**src/rtl/wash_mode_sequencer.sv**
```systemverilog
// ---------------------------------------------------------------------------
// wash_mode_sequencer
//   Top-level mode FSM for the washer. It produces the 3-bit state code that
//   drives the run/countdown controller. It selects the wash program and
//   presents that program's 26-bit phase-time word on data.
//
// Ports
//   clk          in   1   system clock, every register updates on posedge
//   rst          in   1   synchronous active-high reset
//   power_btn    in   1   power button level; a rising edge toggles on/off
//   start_btn    in   1   start/pause button level; acts on the rising edge
//   mode_btn     in   1   program-select button level; rising edge advances
//                         the program while in SET
//   door_open    in   1   door switch level, 1 = open
//   hadFinish    in   1   countdown controller: all phase fields reached 0
//   initTime     in   3   countdown controller: power-on splash counter
//   finishTime   in   3   countdown controller: end-of-cycle alarm counter
//   state        out  3   0 SHUTDOWN, 1 BEGIN, 2 SET, 3 RUN, 4 ERROR,
//                         5 PAUSE, 6 FINISH
//   prog_sel     out  2   current program index
//   data         out  26  phase-time word of the selected program
//   alarm        out  1   high while in FINISH or ERROR
// ---------------------------------------------------------------------------
module wash_mode_sequencer #(
  parameter int          NUM_PROGS = 4,
  parameter logic [25:0] PROG0     = 26'h0A4D2C9,
  parameter logic [25:0] PROG1     = 26'h0292449,
  parameter logic [25:0] PROG2     = 26'h1F7FFFF,
  parameter logic [25:0] PROG3     = 26'h0000001
) (
  input  logic        clk,
  input  logic        rst,
  input  logic        power_btn,
  input  logic        start_btn,
  input  logic        mode_btn,
  input  logic        door_open,
  input  logic        hadFinish,
  input  logic [2:0]  initTime,
  input  logic [2:0]  finishTime,
  output logic [2:0]  state,
  output logic [1:0]  prog_sel,
  output logic [25:0] data,
  output logic        alarm
);

  typedef enum logic [2:0] {
    S_SHUTDOWN = 3'd0,
    S_BEGIN    = 3'd1,
    S_SET      = 3'd2,
    S_RUN      = 3'd3,
    S_ERROR    = 3'd4,
    S_PAUSE    = 3'd5,
    S_FINISH   = 3'd6
  } state_t;

  localparam logic [1:0] PROG_MAX = 2'(NUM_PROGS - 1);

  state_t     state_q, state_d;
  logic [1:0] prog_sel_q, prog_sel_d;
  logic       err_from_set_q, err_from_set_d;

  // Button history: loaded with 1 in reset so a button held through reset
  // does not register as a press once reset is released.
  logic power_q, start_q, mode_q;

  logic power_edge, start_edge, mode_edge;

  assign power_edge = power_btn & ~power_q;
  assign start_edge = start_btn & ~start_q;
  assign mode_edge  = mode_btn  & ~mode_q;

  always_ff @(posedge clk) begin
    if (rst) begin
      state_q        <= S_SHUTDOWN;
      prog_sel_q     <= 2'd0;
      err_from_set_q <= 1'b0;
      power_q        <= 1'b1;
      start_q        <= 1'b1;
      mode_q         <= 1'b1;
    end else begin
      state_q        <= state_d;
      prog_sel_q     <= prog_sel_d;
      err_from_set_q <= err_from_set_d;
      power_q        <= power_btn;
      start_q        <= start_btn;
      mode_q         <= mode_btn;
    end
  end

  always_comb begin
    state_d        = state_q;
    prog_sel_d     = prog_sel_q;
    err_from_set_d = err_from_set_q;

    if (power_edge) begin
      // Power overrides everything else in the cycle it is seen.
      if (state_q == S_SHUTDOWN) begin
        state_d = S_BEGIN;
      end else begin
        state_d    = S_SHUTDOWN;
        prog_sel_d = 2'd0;
      end
    end else begin
      unique case (state_q)
        S_SHUTDOWN: ;
        S_BEGIN: begin
          if (initTime == 3'd0) state_d = S_BEGIN == S_BEGIN ? S_SET : S_BEGIN;
        end
        S_SET: begin
          // A start press takes precedence over a simultaneous mode press.
          if (start_edge) begin
            if (door_open) begin
              state_d        = S_ERROR;
              err_from_set_d = 1'b1;
            end else begin
              state_d = S_RUN;
            end
          end else if (mode_edge) begin
            prog_sel_d = (prog_sel_q >= PROG_MAX) ? 2'd0 : prog_sel_q + 2'd1;
          end
        end
        S_RUN: begin
          if (door_open) begin
            state_d        = S_ERROR;
            err_from_set_d = 1'b0;
          end else if (hadFinish) begin
            state_d = S_FINISH;
          end else if (start_edge) begin
            state_d = S_PAUSE;
          end
        end
        S_PAUSE: begin
          // An open door only matters once the user tries to resume.
          if (start_edge) begin
            if (door_open) begin
              state_d        = S_ERROR;
              err_from_set_d = 1'b0;
            end else begin
              state_d = S_RUN;
            end
          end
        end
        S_ERROR: begin
          if (!door_open) state_d = err_from_set_q ? S_SET : S_PAUSE;
        end
        S_FINISH: begin
          if (finishTime == 3'd0) begin
            state_d    = S_SHUTDOWN;
            prog_sel_d = 2'd0;
          end
        end
        default: state_d = S_SHUTDOWN;
      endcase
    end
  end

  always_comb begin
    data = PROG0;
    case (prog_sel_q)
      2'd0:    data = PROG0;
      2'd1:    data = PROG1;
      2'd2:    data = PROG2;
      default: data = PROG3;
    endcase
  end

  assign state    = state_q;
  assign prog_sel = prog_sel_q;
  assign alarm    = (state_q == S_FINISH) || (state_q == S_ERROR);

endmodule

```
**config.mk**
```make
export PLATFORM = sky130hd
export DESIGN_NAME = wash_mode_sequencer
export DESIGN_NICKNAME = d
export VERILOG_FILES = /design/src/rtl/wash_mode_sequencer.sv
export SDC_FILE = /design/constraint.sdc
export NUM_CORES = 1
export LEC_CHECK = 0
export CAP_MARGIN = 20
export CORE_MARGIN = 10
export CORE_UTILIZATION = 43
export CTS_BUF_LIST = sky130_fd_sc_hd__clkbuf_8
export DETAILED_ROUTE_END_ITERATION = 10
export GPL_TIMING_DRIVEN = 0
export PLACE_DENSITY = 0.86
export REMOVE_ABC_BUFFERS = 1
export SYNTH_ARGS = -nofsm -noshare
export SYNTH_HDL_FRONTEND = slang
export SYNTH_SLANG_ARGS = --single-unit
```
**constraint.sdc**
```tcl
create_clock -name clk -period 2.8 [get_ports clk]
set_input_delay 0.56 -clock clk [delete_from_list [all_inputs] [get_ports clk]]
set_output_delay 0.56 -clock clk [all_outputs]
set_load 0.05 [all_outputs]
```
Word-level counts from Yosys, hierarchy flattened
Cells that the tools add are included.
- add/sub/neg operators: 1
- magnitude comparators: 1
- equality and inequality tests: 20
- muxes and demuxes: 25
- bitwise logic cells: 7
- reductions and logical operators: 11
- operators by type and width (operator ; number):
    $pmux W25 S3 ; 1
    $mux W3 ; 10
    $pmux W3 S6 ; 1
    $ne A3 B3 Y1 const B ; 5
    $mux W2 ; 6
    $ne A2 B2 Y1 const B ; 5
    $reduce_and A5 Y1 ; 2
    $eq A3 B3 Y1 const B ; 3
    $logic_not A3 Y1 ; 3
    $eq A3 B2 Y1 const B ; 2
    $reduce_and A6 Y1 ; 1
    $reduce_bool A3 Y1 ; 2
    $mux W1 ; 5
    $ne A5 B5 Y1 const B ; 1
    $not A1 Y1 ; 4
    $pmux W2 S2 ; 1
    $and A1 B1 Y1 ; 3
    $eq A3 B1 Y1 const B ; 1
    $ne A3 B1 Y1 const B ; 1
    $pmux W1 S3 ; 1
    $add A2 B1 Y2 const B ; 1
    $eq A2 B1 Y1 const B ; 1
    $eq A2 B2 Y1 const B ; 1
    $ge A2 B2 Y1 const B ; 1
    3 further kinds ; 3
- bits in registers: 9
- bits of input ports: 13
- output and inout port bits: 32
- logic and storage cells: 71

Depth between registers and ports, before layout
Gate-level depths: netlist of run 1.
- word-level depth: 7
- gate-level depth with buffers: 6

Worst setup path before layout of run 1
OpenSTA, ideal clock, no wires.
- path kind: reg2out
- start point: reg prog_sel_q[1], in the netlist prog_sel[1]
- end point: out data[12]
- arrival time: 2.163 ns
- setup slack: 0.077 ns
- stages on the path, launching flop included: 5
- buffers on the path: 1
- path through: dfxtp_1 ha_1 nor2_1 nor2_1 buf_4
- cells in the longest elaborated chain, start to end: 2
- elaborated cells on any way between the ends: 4
- classes of those cells: eq/ne (2); mux (1); reduce/logical (1)
- ends and longest elaborated chain (what ; RTL line ; RTL):
    from (decl) ; 59 ; logic [1:0] prog_sel_q, prog_sel_d;
    from (signal assigned) ; 82 ; prog_sel_q <= prog_sel_d;
    $eq A2 B2 Y1 (tied with other cells) ; 159 ; case (prog_sel_q)
    $pmux W25 S3 * ; 159 ;
    to (decl) ; 42 ; output logic [25:0] data,
Mark *: on every way between the ends. The rest lies on a longest branch, timed or not.

Worst setup path after layout of run 1
- start point: reg prog_sel_q[0], in the netlist prog_sel[0]
- end point: out data[15]
The elaborated chain is that of the path after synthesis.

==> results of run 1 <==
[power by group]
| group | switching (mW) | internal (mW) |
|---|---|---|
| Combinational | 0.0847 | 0.0689 |
| Sequential | 0.0203 | 0.136 |
| Clock | 0.0585 | 0.0961 |
| Total | 0.163 | 0.301 |
[cells by family after synthesis]
family | count (synthesis)
AO/OA/AOI/OAI | 28
adder cells (fa/ha/maj) | 6
buffers and inverters | 32
flip-flops | 9
multiplexers | 2
other | 2
AND/OR/NAND/NOR | 31
[sequential cells by signal (all words and copies together) (netlist names)]
name / count
power_q: 1
mode_q: 1
state: 3
prog_sel: 2
start_q: 1
err_from_set_q: 1
[critical path: stages (launching register included)]
cell and delay (ns):
dfxtp_1 0.36, inv_1 0.13, ha_1 0.17, nor2_1 0.04
nor2_1 0.29, clkdlybuf4s50_1 0.89
[repair_timing]
item,4_1_cts,5_1_grt
resized for setup,0,1
setup endpoints to repair,0,3
setup buffers,0,0
[final timing paths]
kind / startpoint / endpoint / slack (ns)
setup reg to reg: state[0] / state[1] / 0.80
hold / removal: err_from_set_q / err_from_set_q / 0.54
setup / recovery: prog_sel[0] / data[15] / 0.11
hold reg to reg: err_from_set_q / err_from_set_q / 0.54
[routing by layer]
layer | share of wire | vias up | GRT usage
met4 | 0.013 | 0 | 0.0481
met3 | 0.14 | 3 | 0.0550
met1 | 0.42 | 369 | 0.132
li1 | - | 392 | -
met2 | 0.42 | 60 | 0.160
met5 | 0 | - | 0
[area by class of cell]
type / instances / area share
multi-input combinational: 69 / 0.403
timing repair buffer: 42 / 0.358
sequential: 9 / 0.153
clock buffer: 3 / 0.0350
tap: 27 / 0.0286
inverter: 6 / 0.0191
clock inverter: 1 / 0.00318
[Yosys cell counts (3+ instances only)]
library cell   n  area, um^2
nand2b_1       7        43.8
a21oi_1        9        45.0
ha_1           6        75.1
a31oi_1        3        18.8
or2_2          3        18.8
nor3_1         3        15.0
buf_4         21         158
o21ai_0        7        35.0
nor2b_1        4        25.0
inv_1          6        22.5
dfxtp_1        9         180
nor2_1         5        18.8
==> flow_summary.json, run 1 <==
{
  "drive_gt1_frac": 0.0615,
  "synth_top_family_by_area": "buffers and inverters",
  "root_buffer": "clkbuf_8",
  "startpoint_type": "register",
  "fin_area_um2": 1180,
  "wire_per_inst_um": 14.7,
  "max_freq_ghz": 0.372,
  "fin_crit_sh": 0.959,
  "synthesis.instances": 110,
  "drt_wl_total_um": 2310,
  "total_power_mw": 0.465,
  "ys_warn_count": 0,
  "clkLatencyLatePin_ns": 0.24,
  "outcome": "complete, no violations",
  "synth-compound-area-share": 0.223,
  "dp_slack_ns": 0.339,
  "cp-end-kind": "output port",
  "hold_depth": 2,
  "synth_cell_types": 34,
  "clk_path_buf_depth": 2,
  "fillers": 180,
  "finalCoreUtilization": 0.614,
  "r2r.worst_path.cells": 5,
  "setup_tns_ns": 0,
  "ys_seq_area_frac": 0.210,
  "synth-xor-area-share": 0,
  "numCtsBuffers": 3,
  "first_iter_violations": 24,
  "async_reset_ff_frac": 0,
  "min_period_ns": 2.69,
  "start_util": 0.446,
  "mostFrequentLayoutCell": "clkdlybuf4s50_1",
  "slew_violations": 0,
  "tightest_slew_ns": 0.576,
  "syn_area_um2": 857,
  "grt_overflow": 0,
  "holdWs_ns": 0.545,
  "rows": 16,
  "multi_input_area_um2": 475,
  "cts_hold_buf": 0,
  "max-vdd-ir-drop_uv": 268,
  "die_h_um": 64.6,
  "die_w_um": 64.6,
  "critPathRequiredTime_ns": 2.24,
  "area_growth_pct": 37.7,
  "layout_common_cells": "clkdlybuf4s50_1 (41), a21oi_1 (9), dfxtp_1 (9)",
  "antenna_found_initial": 0,
  "fin_nets": 150,
  "synth_simple_gate_area_frac": 0.212,
  "place_inst": 153,
  "grt_usage": 0.110,
  "drv_cap": 0,
  "dp_hpwl_um": 1880,
  "placed_area_um2": 1130,
  "core_um2": 1920,
  "grt_pass1_wl_um": 3750,
  "final_cells": 157,
  "worstSetupPathType": "reg2out",
  "synthAdderAreaFrac": 0.0876,
  "hold_class": "reg2reg",
  "numPortBuffers": 42,
  "insertedDiodeCount": 0,
  "worst-path-max-fanout": 7,
  "power_density_nw_per_um2": 394,
  "synth_seq_cells": 9,
  "slew-limit-headroom": 0.615,
  "die_area_um2": 4180,
  "syn_area_per_cell_um2": 7.79,
  "path_clk_slew_ns": 0.05,
  "io_pins": 45,
  "synth_edf_count": 0,
  "cts_sinks": 9,
  "ant_nets": 0,
  "worst_slack_ns": 0.114,
  "firstDrtPassIters": 4,
  "register_area_um2": 180,
  "cts_tree": "built",
  "viasPerCell": 5.25,
  "setup_viol_count_final": 0,
  "gp_congestion": 0.879,
  "synth_top_flop_cell": "dfxtp_1",
  "vias": 824,
  "grt_pass1_vias": 730,
  "h-tree-depth": 1,
  "hold_viol_final": 0,
  "p_leak_nw": 0.433,
  "worstPathArrival_ns": 2.13,
  "yosys-mux-area-fraction": 0.0234,
  "grt_max_degree": 18,
  "skew_ns": 0.000704,
  "drcViolationCount": 0
}
No activity file was read; power rests on OpenSTA's default activity.
==> inputs of run 2 (changes only) <==
- CORE_UTILIZATION: 43 -> 36
- PLACE_DENSITY: 0.86 -> 0.77
- clock period: 2.8 -> 2.3 ns (I/O delays scaled with it)
==> flow_summary.json, run 2 (synthesis results as in run 1) <==
{
  "hold_class": "reg2reg",
  "finalCoreUtilization": 0.517,
  "numPortBuffers": 42,
  "cp-end-kind": "output port",
  "core_um2": 2230,
  "die_h_um": 68.8,
  "rows": 17,
  "vias": 825,
  "max_freq_ghz": 0.453,
  "switching_share": 0.338,
  "drv_cap": 0,
  "dp_hpwl_um": 1850,
  "worst-path-max-fanout": 7,
  "viasPerCell": 5.22,
  "use_met1": 0.102,
  "skew_ns": 0.000933,
  "slew-limit-headroom": 0.620,
  "grt_usage": 0.0930,
  "cts_tree": "built",
  "final_cells": 158,
  "outcome": "complete, no violations",
  "h-tree-depth": 1,
  "slew_violations": 0,
  "gp_congestion": 0.820,
  "fin_nets": 150,
  "use_met3": 0.0548,
  "r2r_start": "state[0]",
  "r2r.worst_path.cells": 5,
  "wire_per_inst_um": 14.2,
  "first_iter_violations": 19,
  "cts_sinks": 9,
  "start_util": 0.384,
  "grt_overflow": 0,
  "place_inst": 154,
  "power_density_nw_per_um2": 475,
  "p_switching_mw": 0.185,
  "tightest_slew_ns": 0.568,
  "critPathRequiredTime_ns": 1.84,
  "critical_path.top_delay_family": "buffers and inverters",
  "min_period_ns": 2.21,
  "cp.buffers_inverters": 2,
  "area_growth_pct": 34.7,
  "die_w_um": 68.8,
  "drive_gt1_frac": 0.0615,
  "p_clk_frac": 0.316,
  "largest_reg_flops": 3,
  "cts_hold_buf": 0,
  "hp-start": "err_from_set_q",
  "drcViolationCount": 0,
  "cp_cell_sequence": "inv_1, ha_1, nor2_1, nor2_1, dlygate4sd2_1",
  "holdPathEnd": "err_from_set_q",
  "grt_pass1_vias": 805,
  "grt_max_degree": 18,
  "holdWs_ns": 0.546,
  "startpoint_type": "register",
  "fin_crit_sh": 0.961,
  "power_frac_comb": 0.336,
  "insertedDiodeCount": 0,
  "mostFrequentLayoutCell": "dlygate4sd2_1",
  "crit_path_max_incr_delay_ns": 0.59,
  "fillers": 225,
  "drt_wl_total_um": 2250,
  "rsz0062_at_grt": "true",
  "hold_viol_final": 0,
  "root_buffer": "clkbuf_8",
  "worstPathArrival_ns": 1.75,
  "clkLatencyLatePin_ns": 0.23,
  "total_power_mw": 0.549,
  "p_leak_nw": 0.502,
  "io_pins": 45,
  "cp_slowest_cell": "dlygate4sd2_1",
  "hold_depth": 2,
  "grt_pass1_wl_um": 3510,
  "firstDrtPassIters": 4,
  "setup_viol_count_final": 0,
  "cts_setup_buffers": 0,
  "worstSetupPathType": "reg2out",
  "p_int_mw": 0.363,
  "antenna_found_initial": 0,
  "grt_most_used_layer": "met2",
  "grt_use_met2": 0.156,
  "numCtsBuffers": 3,
  "path_clk_slew_ns": 0.04,
  "ant_nets": 0,
  "path_common_cell": "nor2_1",
  "layout_common_cells": "dlygate4sd2_1 (21), clkdlybuf4s50_1 (20), a21oi_1 (9), dfxtp_1 (9)",
  "r2r_end": "state[2]",
  "clk_path_buf_depth": 2,
  "p_seq_frac": 0.348,
  "r2r_slack_ns": 0.32,
  "max-vdd-ir-drop_uv": 526,
  "die_area_um2": 4730
}
run 2: changes by cell type in the layout (fill, tap and decap cells not counted):
cell             previous run  this run
clkdlybuf4s50_1            41        20
dlygate4sd2_1               0        21
run 2: cell type report:
cell class	instances	area (um^2)	share of cell area
flip-flops and latches	9	180	0.156
clock buffers	3	41.3	0.0358
inverters	6	22.5	0.0195
clock inverters	1	3.75	0.00325
well taps	28	35.0	0.0303
multi-input cells	69	475	0.412
repair buffers	42	397	0.343
run 2: worst max path at each step:
stage / cells past startpoint / startpoint / to / slack (ns)
floorplan: 3 / prog_sel[1] / data[12] / -3.48
global placement: 6 / door_open / state[2] / -0.004
detailed placement: 5 / prog_sel[0] / data[15] / -0.05
CTS: 5 / prog_sel[0] / data[15] / 0.05
global route: 5 / prog_sel[0] / data[15] / -0.06
finish: 5 / prog_sel[0] / data[15] / 0.09
run 2: power by group through the flow:
stage / registers, mW / clock network [mW] / logic, mW
3_3_place_gp: 0.193 / 0 / 0.184
3_5_place_dp: 0.193 / 0 / 0.187
6_report: 0.191 / 0.173 / 0.184
4_1_cts: 0.190 / 0.179 / 0.186
2_1_floorplan: 0.209 / 0 / 0.109
5_1_grt: 0.195 / 0.188 / 0.202
run 2: routing by layer:
metal  vias to the layer above  share of wire
met4                         0              0
met1                       384           0.41
met3                         0           0.16
li1                        397              -
met2                        44           0.43
met5                         -              0
run 2: repair_timing:
action / 4_1_cts / 5_1_grt
endpoints found under the setup margin: 21 / 8
gates resized for setup: 21 / 1
pin swaps: 0 / 0
run 2: worst register-to-register path, cell delays in order, from the launching register on:
cell,delay [ns]
dfxtp_1,0.63
o21ai_0,0.17
a22o_1,0.25
a2111oi_4,0.50
mux2i_1,0.23
nor3_1,0.06
run 2: per-stage QoR:
stage	TNS (ns)	area [um^2]	setup slack, ns
after floorplan	-49.55	678	-3.48
after global placement	-0.00709	1130	-0.00360
after detailed placement	-0.391	1130	-0.0491
after CTS	0	1150	0.0532
after global routing	-0.309	1150	-0.0572
final	0	1150	0.0905
